## config.mk

```make
export PLATFORM = sky130hd
export DESIGN_NAME = regread_stage
export DESIGN_NICKNAME = d
export VERILOG_FILES = /design/src/rtl/mips_pkg.sv /design/src/rtl/rr_bypass_mux.sv /design/src/rtl/regread_stage.sv
export SDC_FILE = /design/constraint.sdc
export NUM_CORES = 1
export LEC_CHECK = 0
export ABC_CLOCK_PERIOD_IN_PS = 4650
export CAP_MARGIN = 0
export CORE_AREA = 2 2 158 160
export DETAILED_ROUTE_END_ITERATION = 8
export DIE_AREA = 0 0 160 162
export GPL_TIMING_DRIVEN = 0
export PLACE_DENSITY = 0.72
export SLEW_MARGIN = 20
export SYNTH_ARGS = -nofsm -noshare
export SYNTH_HDL_FRONTEND = slang
export SYNTH_SLANG_ARGS = --single-unit
export TNS_END_PERCENT = 1
```

## constraint.sdc

```tcl
create_clock -name clk -period 4.65 [get_ports clk]
set_clock_uncertainty 0.05 [all_clocks]
set_input_delay 0.93 -clock clk [delete_from_list [all_inputs] [get_ports clk]]
set_output_delay 0.93 -clock clk [all_outputs]
set_load 0.02 [all_outputs]
```

## src/rtl/mips_pkg.sv

```systemverilog
// mips_pkg: shared MIPS opcode/funct encodings, widths and the ID/EX register layout
package mips_pkg;
    localparam int XLEN  = 32;
    localparam int RBITS = 5;
    localparam logic [5:0] OP_RTYPE = 6'h00;
    localparam logic [5:0] OP_J     = 6'h02;
    localparam logic [5:0] OP_JAL   = 6'h03;
    localparam logic [5:0] OP_BEQ   = 6'h04;
    localparam logic [5:0] OP_BNE   = 6'h05;
    localparam logic [5:0] OP_ADDI  = 6'h08;
    localparam logic [5:0] OP_ADDIU = 6'h09;
    localparam logic [5:0] OP_SLTI  = 6'h0A;
    localparam logic [5:0] OP_ANDI  = 6'h0C;
    localparam logic [5:0] OP_ORI   = 6'h0D;
    localparam logic [5:0] OP_XORI  = 6'h0E;
    localparam logic [5:0] OP_LUI   = 6'h0F;
    localparam logic [5:0] OP_LW    = 6'h23;
    localparam logic [5:0] OP_SW    = 6'h2B;
    localparam logic [5:0] FN_SLL   = 6'h00;
    localparam logic [5:0] FN_SRL   = 6'h02;
    localparam logic [5:0] FN_SRA   = 6'h03;
    localparam logic [RBITS-1:0] REG_ZERO = 5'd0;
    localparam logic [RBITS-1:0] REG_RA   = 5'd31;
    typedef struct packed {
        logic [XLEN-1:0]  pc;
        logic [XLEN-1:0]  op1;
        logic [XLEN-1:0]  op2;
        logic [XLEN-1:0]  imm;
        logic [5:0]       opcode;
        logic [5:0]       funct;
        logic [4:0]       shamt;
        logic [RBITS-1:0] dst;
    } idex_t;
endpackage

```

## src/rtl/rr_bypass_mux.sv

```systemverilog
// rr_bypass_mux: picks one source operand from EX/MEM/WB producers or the regfile, youngest first
module rr_bypass_mux
    import mips_pkg::*;
(
    input  logic [RBITS-1:0] src,
    input  logic [XLEN-1:0]  rf_data,
    input  logic             ex_en,
    input  logic [RBITS-1:0] ex_reg,
    input  logic [XLEN-1:0]  ex_data,
    input  logic             mem_en,
    input  logic [RBITS-1:0] mem_reg,
    input  logic [XLEN-1:0]  mem_data,
    input  logic             wb_en,
    input  logic [RBITS-1:0] wb_reg,
    input  logic [XLEN-1:0]  wb_data,
    output logic [XLEN-1:0]  operand
);
    // $0 is forced to zero before any bypass; the WB leg covers same-cycle regfile write
    always_comb
        operand = (src == REG_ZERO)               ? '0       :
                  (ex_en  && ex_reg  == src)      ? ex_data  :
                  (mem_en && mem_reg == src)      ? mem_data :
                  (wb_en  && wb_reg  == src)      ? wb_data  : rf_data;
endmodule

```

## src/rtl/regread_stage.sv

```systemverilog
// regread_stage: MIPS decode/register-read stage with bypassing, load-use stall and ID/EX register
module regread_stage
    import mips_pkg::*;
#(
    parameter logic [RBITS-1:0] RA_REG = REG_RA
) (
    input  logic             clk,
    input  logic             rst_n,
    input  logic             in_valid,
    output logic             in_ready,
    input  logic [31:0]      in_instr,
    input  logic [XLEN-1:0]  in_pc,
    output logic [RBITS-1:0] rf_read1,
    output logic [RBITS-1:0] rf_read2,
    input  logic [XLEN-1:0]  rf_data1,
    input  logic [XLEN-1:0]  rf_data2,
    input  logic             ex_wr_en,
    input  logic [RBITS-1:0] ex_wr_reg,
    input  logic [XLEN-1:0]  ex_wr_data,
    input  logic             ex_is_load,
    input  logic             mem_wr_en,
    input  logic [RBITS-1:0] mem_wr_reg,
    input  logic [XLEN-1:0]  mem_wr_data,
    input  logic             wb_wr_en,
    input  logic [RBITS-1:0] wb_wr_reg,
    input  logic [XLEN-1:0]  wb_wr_data,
    input  logic             flush,
    output logic             out_valid,
    input  logic             out_ready,
    output logic [XLEN-1:0]  out_pc,
    output logic [XLEN-1:0]  out_op1,
    output logic [XLEN-1:0]  out_op2,
    output logic [XLEN-1:0]  out_imm,
    output logic [5:0]       out_opcode,
    output logic [5:0]       out_funct,
    output logic [4:0]       out_shamt,
    output logic [RBITS-1:0] out_dst_reg
);
    logic [5:0]       opcode, funct;
    logic [RBITS-1:0] rs, rt, rd, dst;
    logic [XLEN-1:0]  op1, op2;
    logic             is_r, rs_used, rt_used, hazard, take;
    idex_t            idex_q, idex_d;
    logic             valid_q, valid_d;

    assign opcode   = in_instr[31:26];
    assign rs       = in_instr[25:21];
    assign rt       = in_instr[20:16];
    assign rd       = in_instr[15:11];
    assign funct    = in_instr[5:0];
    assign rf_read1 = rs;
    assign rf_read2 = rt;
    assign is_r     = opcode == OP_RTYPE;

    always_comb begin
        rs_used = !(opcode == OP_J || opcode == OP_JAL || opcode == OP_LUI ||
                    (is_r && (funct == FN_SLL || funct == FN_SRL || funct == FN_SRA)));
        rt_used = is_r || opcode == OP_BEQ || opcode == OP_BNE || opcode == OP_SW;
        dst = is_r ? rd :
              (opcode == OP_ADDI || opcode == OP_ADDIU || opcode == OP_SLTI ||
               opcode == OP_ANDI || opcode == OP_ORI || opcode == OP_XORI ||
               opcode == OP_LUI || opcode == OP_LW) ? rt :
              (opcode == OP_JAL) ? RA_REG : REG_ZERO;
        hazard = ex_wr_en && ex_is_load && ex_wr_reg != REG_ZERO &&
                 ((rs_used && ex_wr_reg == rs) || (rt_used && ex_wr_reg == rt));
    end

    rr_bypass_mux u_byp1 (
        .src(rs), .rf_data(rf_data1),
        .ex_en(ex_wr_en), .ex_reg(ex_wr_reg), .ex_data(ex_wr_data),
        .mem_en(mem_wr_en), .mem_reg(mem_wr_reg), .mem_data(mem_wr_data),
        .wb_en(wb_wr_en), .wb_reg(wb_wr_reg), .wb_data(wb_wr_data),
        .operand(op1)
    );

    rr_bypass_mux u_byp2 (
        .src(rt), .rf_data(rf_data2),
        .ex_en(ex_wr_en), .ex_reg(ex_wr_reg), .ex_data(ex_wr_data),
        .mem_en(mem_wr_en), .mem_reg(mem_wr_reg), .mem_data(mem_wr_data),
        .wb_en(wb_wr_en), .wb_reg(wb_wr_reg), .wb_data(wb_wr_data),
        .operand(op2)
    );

    // flush gates in_ready so it also blocks capture
    assign in_ready = rst_n && !flush && !hazard && (!valid_q || out_ready);
    assign take     = in_valid && in_ready;

    always_comb begin
        idex_d  = take ? '{pc: in_pc, op1: op1, op2: op2,
                           imm: {{(XLEN-16){in_instr[15]}}, in_instr[15:0]},
                           opcode: opcode, funct: funct, shamt: in_instr[10:6], dst: dst}
                       : idex_q;
        valid_d = flush ? 1'b0 : take ? 1'b1 : out_ready ? 1'b0 : valid_q;
    end

    always_ff @(posedge clk) begin
        if (!rst_n) begin
            idex_q  <= '0;
            valid_q <= 1'b0;
        end else begin
            idex_q  <= idex_d;
            valid_q <= valid_d;
        end
    end

    assign out_valid   = valid_q;
    assign out_pc      = idex_q.pc;
    assign out_op1     = idex_q.op1;
    assign out_op2     = idex_q.op2;
    assign out_imm     = idex_q.imm;
    assign out_opcode  = idex_q.opcode;
    assign out_funct   = idex_q.funct;
    assign out_shamt   = idex_q.shamt;
    assign out_dst_reg = idex_q.dst;
endmodule

```

After elaboration in Yosys (flattened, before gate mapping)
Index checks and enable logic that the tools add are counted.
{"block": "totals", "wordCells": 88, "regBits": 135, "inputBits": 248, "out_inout_bits": 162}
{"block": "op_classes", "n_mux": 13, "reduce_logical": 44, "bitwise_logic": 1, "n_eq_ne": 21}
{"cell": "$mux 32", "count": 8}
{"cell": "$eq 6x4->1 const B", "count": 7}
{"cell": "$eq 5x5->1", "count": 6}
{"cell": "$eq 6x2->1 const B", "count": 4}
{"cell": "$logic_or 1x1->1", "count": 17}
{"cell": "$logic_and 1x1->1", "count": 16}
{"cell": "$mux 5", "count": 3}
{"cell": "$eq 6x3->1 const B", "count": 2}
{"cell": "$eq 6x6->1 const B", "count": 2}
{"cell": "$logic_not 6->1", "count": 2}
{"cell": "$logic_not 5->1", "count": 2}
{"cell": "$reduce_bool 5->1", "count": 1}
{"cell": "$logic_not 1->1", "count": 4}
{"cell": "$mux 1", "count": 2}
{"cell": "$reduce_bool 2->1", "count": 1}
{"cell": "$reduce_or 2->1", "count": 1}
{"cell": "$not 1->1", "count": 1}

Depth between registers and ports, before layout
{"block": "logic_depth", "ltp_word": 14, "ltp_mapped": 10, "ltp_nobuf": 6}

Hierarchy
From an unflattened synthesis, not the netlist that was laid out.
{"block": "hier_totals", "hier_cells": 1034, "area_unflattened_um2": 8089.0}
{"mod": "regread_stage", "cells_per_inst": 606, "n_inst": 1, "seq_area_each_um2": 2482.4, "area_per_inst_um2": 5424.0}
{"mod": "rr_bypass_mux", "cells_per_inst": 214, "n_inst": 2, "seq_area_each_um2": 0.0, "area_per_inst_um2": 1332.5}

Worst setup path after synthesis
No wires, ideal clock.
{"block": "synth_timing", "path_type": "input port to output port", "from": "in ex_wr_reg[0]", "to": "out in_ready", "setup_slack_ns": 1.263, "arrival_ns": 2.407, "stages": 6, "t_required_ns": 3.670, "path_buffers": 1, "path_cell_list": "or3_1 o311a_1 a21bo_2 or2_2 clkbuf_1 and4_1"}
{"block": "synth_via", "elab_chain_len": 7, "word_cells_on_any_way": 11, "cone_classes": "eq/ne: 2; reduce/logical: 9"}
{"element": "from (decl)", "line": "regread_stage.sv:18", "text": "input logic [RBITS-1:0] ex_wr_reg,"}
{"element": "$eq 5x5->1", "line": "regread_stage.sv:65", "text": "((rs_used && ex_wr_reg == rs) || (rt_used && ex_wr_reg == rt));"}
{"element": "$logic_and 1x1->1", "line": "regread_stage.sv:65"}
{"element": "$logic_or 1x1->1", "line": "regread_stage.sv:65"}
{"element": "$logic_and 1x1->1 (*)", "line": "regread_stage.sv:64", "text": "hazard = ex_wr_en && ex_is_load && ex_wr_reg != REG_ZERO &&"}
{"element": "$logic_not 1->1 (*)", "line": "regread_stage.sv:85", "text": "assign in_ready = rst_n && !flush && !hazard && (!valid_q || out_ready);"}
{"element": "$logic_and 1x1->1 (*) (2 in a row)", "line": "regread_stage.sv:85"}
{"element": "to (decl)", "line": "regread_stage.sv:10", "text": "output logic in_ready,"}
Every way passes the cells marked *; elsewhere a longest branch is shown, timed or not.

Worst setup path after layout
Ends and elaborated chain as after synthesis.

==> key figures <==
Floorplan
  – Site Rows: 57
  – Initial Utilization: 29.3%
  – Die area: 0.0259 mm²
  – Num ports: between 400 and 500
  – Core Area: 0.0241 mm²
  – Die height: 162 µm
  – Die width: 160 µm

Synth
  – Yosys Warn Count: 0
  – Seq cells post-synth: around 120
  – Sequential area share after synthesis: a little over a third
  – Synth cell types: 41
  – Gate Count Post-Synth: 824
  – Syn Nets: 1,072
  – EDFF count, synth: 0
  – Mapped Area: slightly above 0.007 mm²
  – Synth async-reset ratio: 0%
  – Avg Cell Area, Syn: 8.57 µm²
  – Top_reg_cell synth: dfxtp_1

Final layout
  – FF/Latch Area: 0.00248 mm²
  – NumNets Final: 1,495
  – Area Overhead vs Synth: 71.6%
  – Layout cells sized above 1: between 8 and 9%
  – Fillers: roughly 2,400
  – Finished Layout Cells: 1,585
  – Multi-input gate area: 0.00396 mm²

Global routing
  – Largest net degree at the start of global routing: 19
  – Total track usage: between 20% and 30%
  – Initial antenna violation count: 1
  – Vias in the first global route: around 7,700
  – GRT Residual Overflow: 0
  – First-pass GRT wire length: 46.0 mm

Clock network
  – Hold Buf Count CTS: 0
  – Clk pin slew, worst setup/hold paths: 0.07 ns
  – Root buffer cell: clkbuf_16
  – Worst-skew pair later-pin latency: 0.41 ns
  – Clock buffer depth: 2
  – CTS buffer count: 17
  – CTS H-tree depth: 4
  – # clock sinks: about 120
  – CTS tree: done

Power and ir drop
  – VDD IR max: around 0.20 mV
  – Pwr dens: 267 mW/mm²
  – Overall Power: about 3200 µW
  – LEAKAGE: 0.00484 µW

Detailed routing
  – DR vias/cell: 4.87
  – Residual DRC count: 0
  – WL per Instance: a little under 20 µm
  – Total Routed Length: 31.3 mm
  – Antenna Nets Post-Route: 0
  – DR iter-0 viols: 376
  – DR pass1 iterations: 5
  – DR vias: 7,720

STA
  – Worst slew pin tran: 0.731 ns
  – RSZ-0062 raised after global routing: no
  – Slew Limit Fails: 0
  – Fin crit share: 93.8%
  – Min cycle time layout: 4.36 ns
  – Slew margin rel.: around 50%
  – Fmax: 229 MHz
  – Count of final setup violators: 0
  – Final Hold Fails: 0
  – Final setup margin: 0.290 ns

Hold path
  – Min-Delay Path Class: reg -> reg

Place
  – Dpl ws: -0.107 ns
  – I/O Buffers: 404
  – Inst Count DP: 1,552
  – Gpl congestion: 0.855
  – Final HPWL DP: between 20 and 25 mm

Setup path
  – Crit start category: primary input
  – Worst setup EP type: output pin
  – Crit path kind: in -> out
  – CP max FO: 6
  – Critical path data arrival time: 3.38 ns
  – Data required, critical path: ~3.7 ns

Flow run
  – MaxCap Viol Count: 0

Run status
  – Status: finished, final reports clean
-- cell families after synthesis --
family	after synthesis	synth area share [%]
AOI/OAI and AO/OA	150	16.4
xor gates and xnor gates	30	3.72
buffers and inverters	107	8.91
DFF	124	35.1
muxes	118	16.7
and+or+nand+nor	295	19.1
-- worst paths after layout --
| path | from | to | slack, ns | cells past startpoint |
|---|---|---|---|---|
| hold reg to reg | out_op2[13]$_SDFFE_PN0P_ | out_op2[13]$_SDFFE_PN0P_ | 0.42 | 1 |
| hold / removal | out_op2[13]$_SDFFE_PN0P_ | out_op2[13]$_SDFFE_PN0P_ | 0.42 | 1 |
| setup / recovery | ex_wr_reg[0] | in_ready | 0.29 | 7 |
| setup reg to reg | out_valid$_SDFFE_PP0P_ | out_op1[4]$_SDFFE_PN0P_ | 2.45 | 8 |
-- critical path, stage by stage --
cell             delay (ns)
clkdlybuf4s50_1        0.46
or3_1                  0.38
o311a_1                0.36
a21bo_2                0.22
or2_2                  0.19
and4_1                 0.21
clkdlybuf4s50_1        0.61
-- repair_timing --
item | 4_1_cts | 5_1_grt
gates cloned | 0 | 0
endpoints found under the setup margin | 1 | 1
pin swaps | 0 | 1
resized for setup | 1 | 0
setup buffers | 0 | 1
-- through the flow --
stage | cell area, µm² | hold WS (ns) | utilization (%) | TNS [ns]
global route | 12100 | 0.426 | 50.3 | 0
global placement | 11500 | 0.396 | 47.8 | -0.0168
finish | 12100 | 0.416 | 50.3 | 0
floorplan | 7060 | 0.531 | - | 0
detailed placement | 11500 | 0.403 | 47.8 | -0.107
CTS | 12100 | 0.420 | 50.3 | 0
-- routing by layer --
metal / GRT usage, % / share of wire (%) / vias up
met3: 5.06 / 5.8 / 52
met4: 7.53 / 2.6 / 0
li1: - / - / 3712
met2: 39.6 / 49 / 298
met5: 0 / 0 / -
met1: 29.4 / 43 / 3658
-- Yosys cell counts, types with 3 or more instances --
cell type / number / area (µm²)
nor2_1: 137 / 514
dfxtp_1: 124 / 2480
mux2i_1: 118 / 1180
a21oi_1: 71 / 355
a32o_1: 64 / 641
nand2_1: 64 / 240
nor2b_1: 56 / 350
buf_4: 42 / 315
clkbuf_1: 41 / 154
xor2_1: 26 / 228
buf_2: 14 / 70.1
buf_6: 7 / 78.8
nand3_1: 6 / 30.0
a221o_1: 5 / 50.1
nor3_1: 5 / 25.0
nor3b_1: 5 / 37.5
nor4_1: 4 / 25.0
xnor2_1: 4 / 35.0
and2_1: 3 / 18.8
nand3b_1: 3 / 22.5
-- cells in the final DEF, fill, tap and decap left out, types with 40 or more instances in the layout --
master,netlist,final
nor2_1,137,137
buf_4,42,43
clkdlybuf4s50_1,0,404
nand2_1,64,64
dfxtp_1,124,124
mux2i_1,118,118
a21oi_1,71,71
a32o_1,64,64
clkbuf_1,41,40
nor2b_1,56,56
-- layout make-up --
type,count,share of cell area [%]
Clock inverter,15,1.39
Sequential cell,124,20.5
Timing Repair Buffer,405,33.4
Clock buffer,17,3.51
Antenna cell,1,0.0206
Tap cell,324,3.34
Buffer,104,5.10
Multi-Input combinational cell,593,32.7
Inverter,2,0.0619
-- where the power goes --
part	internal [µW]	switching, µW
Combinational	417	326
Sequential	1120	30.9
Clock	727	618
Total	2260	975
Power figures use the tool's default switching activity.
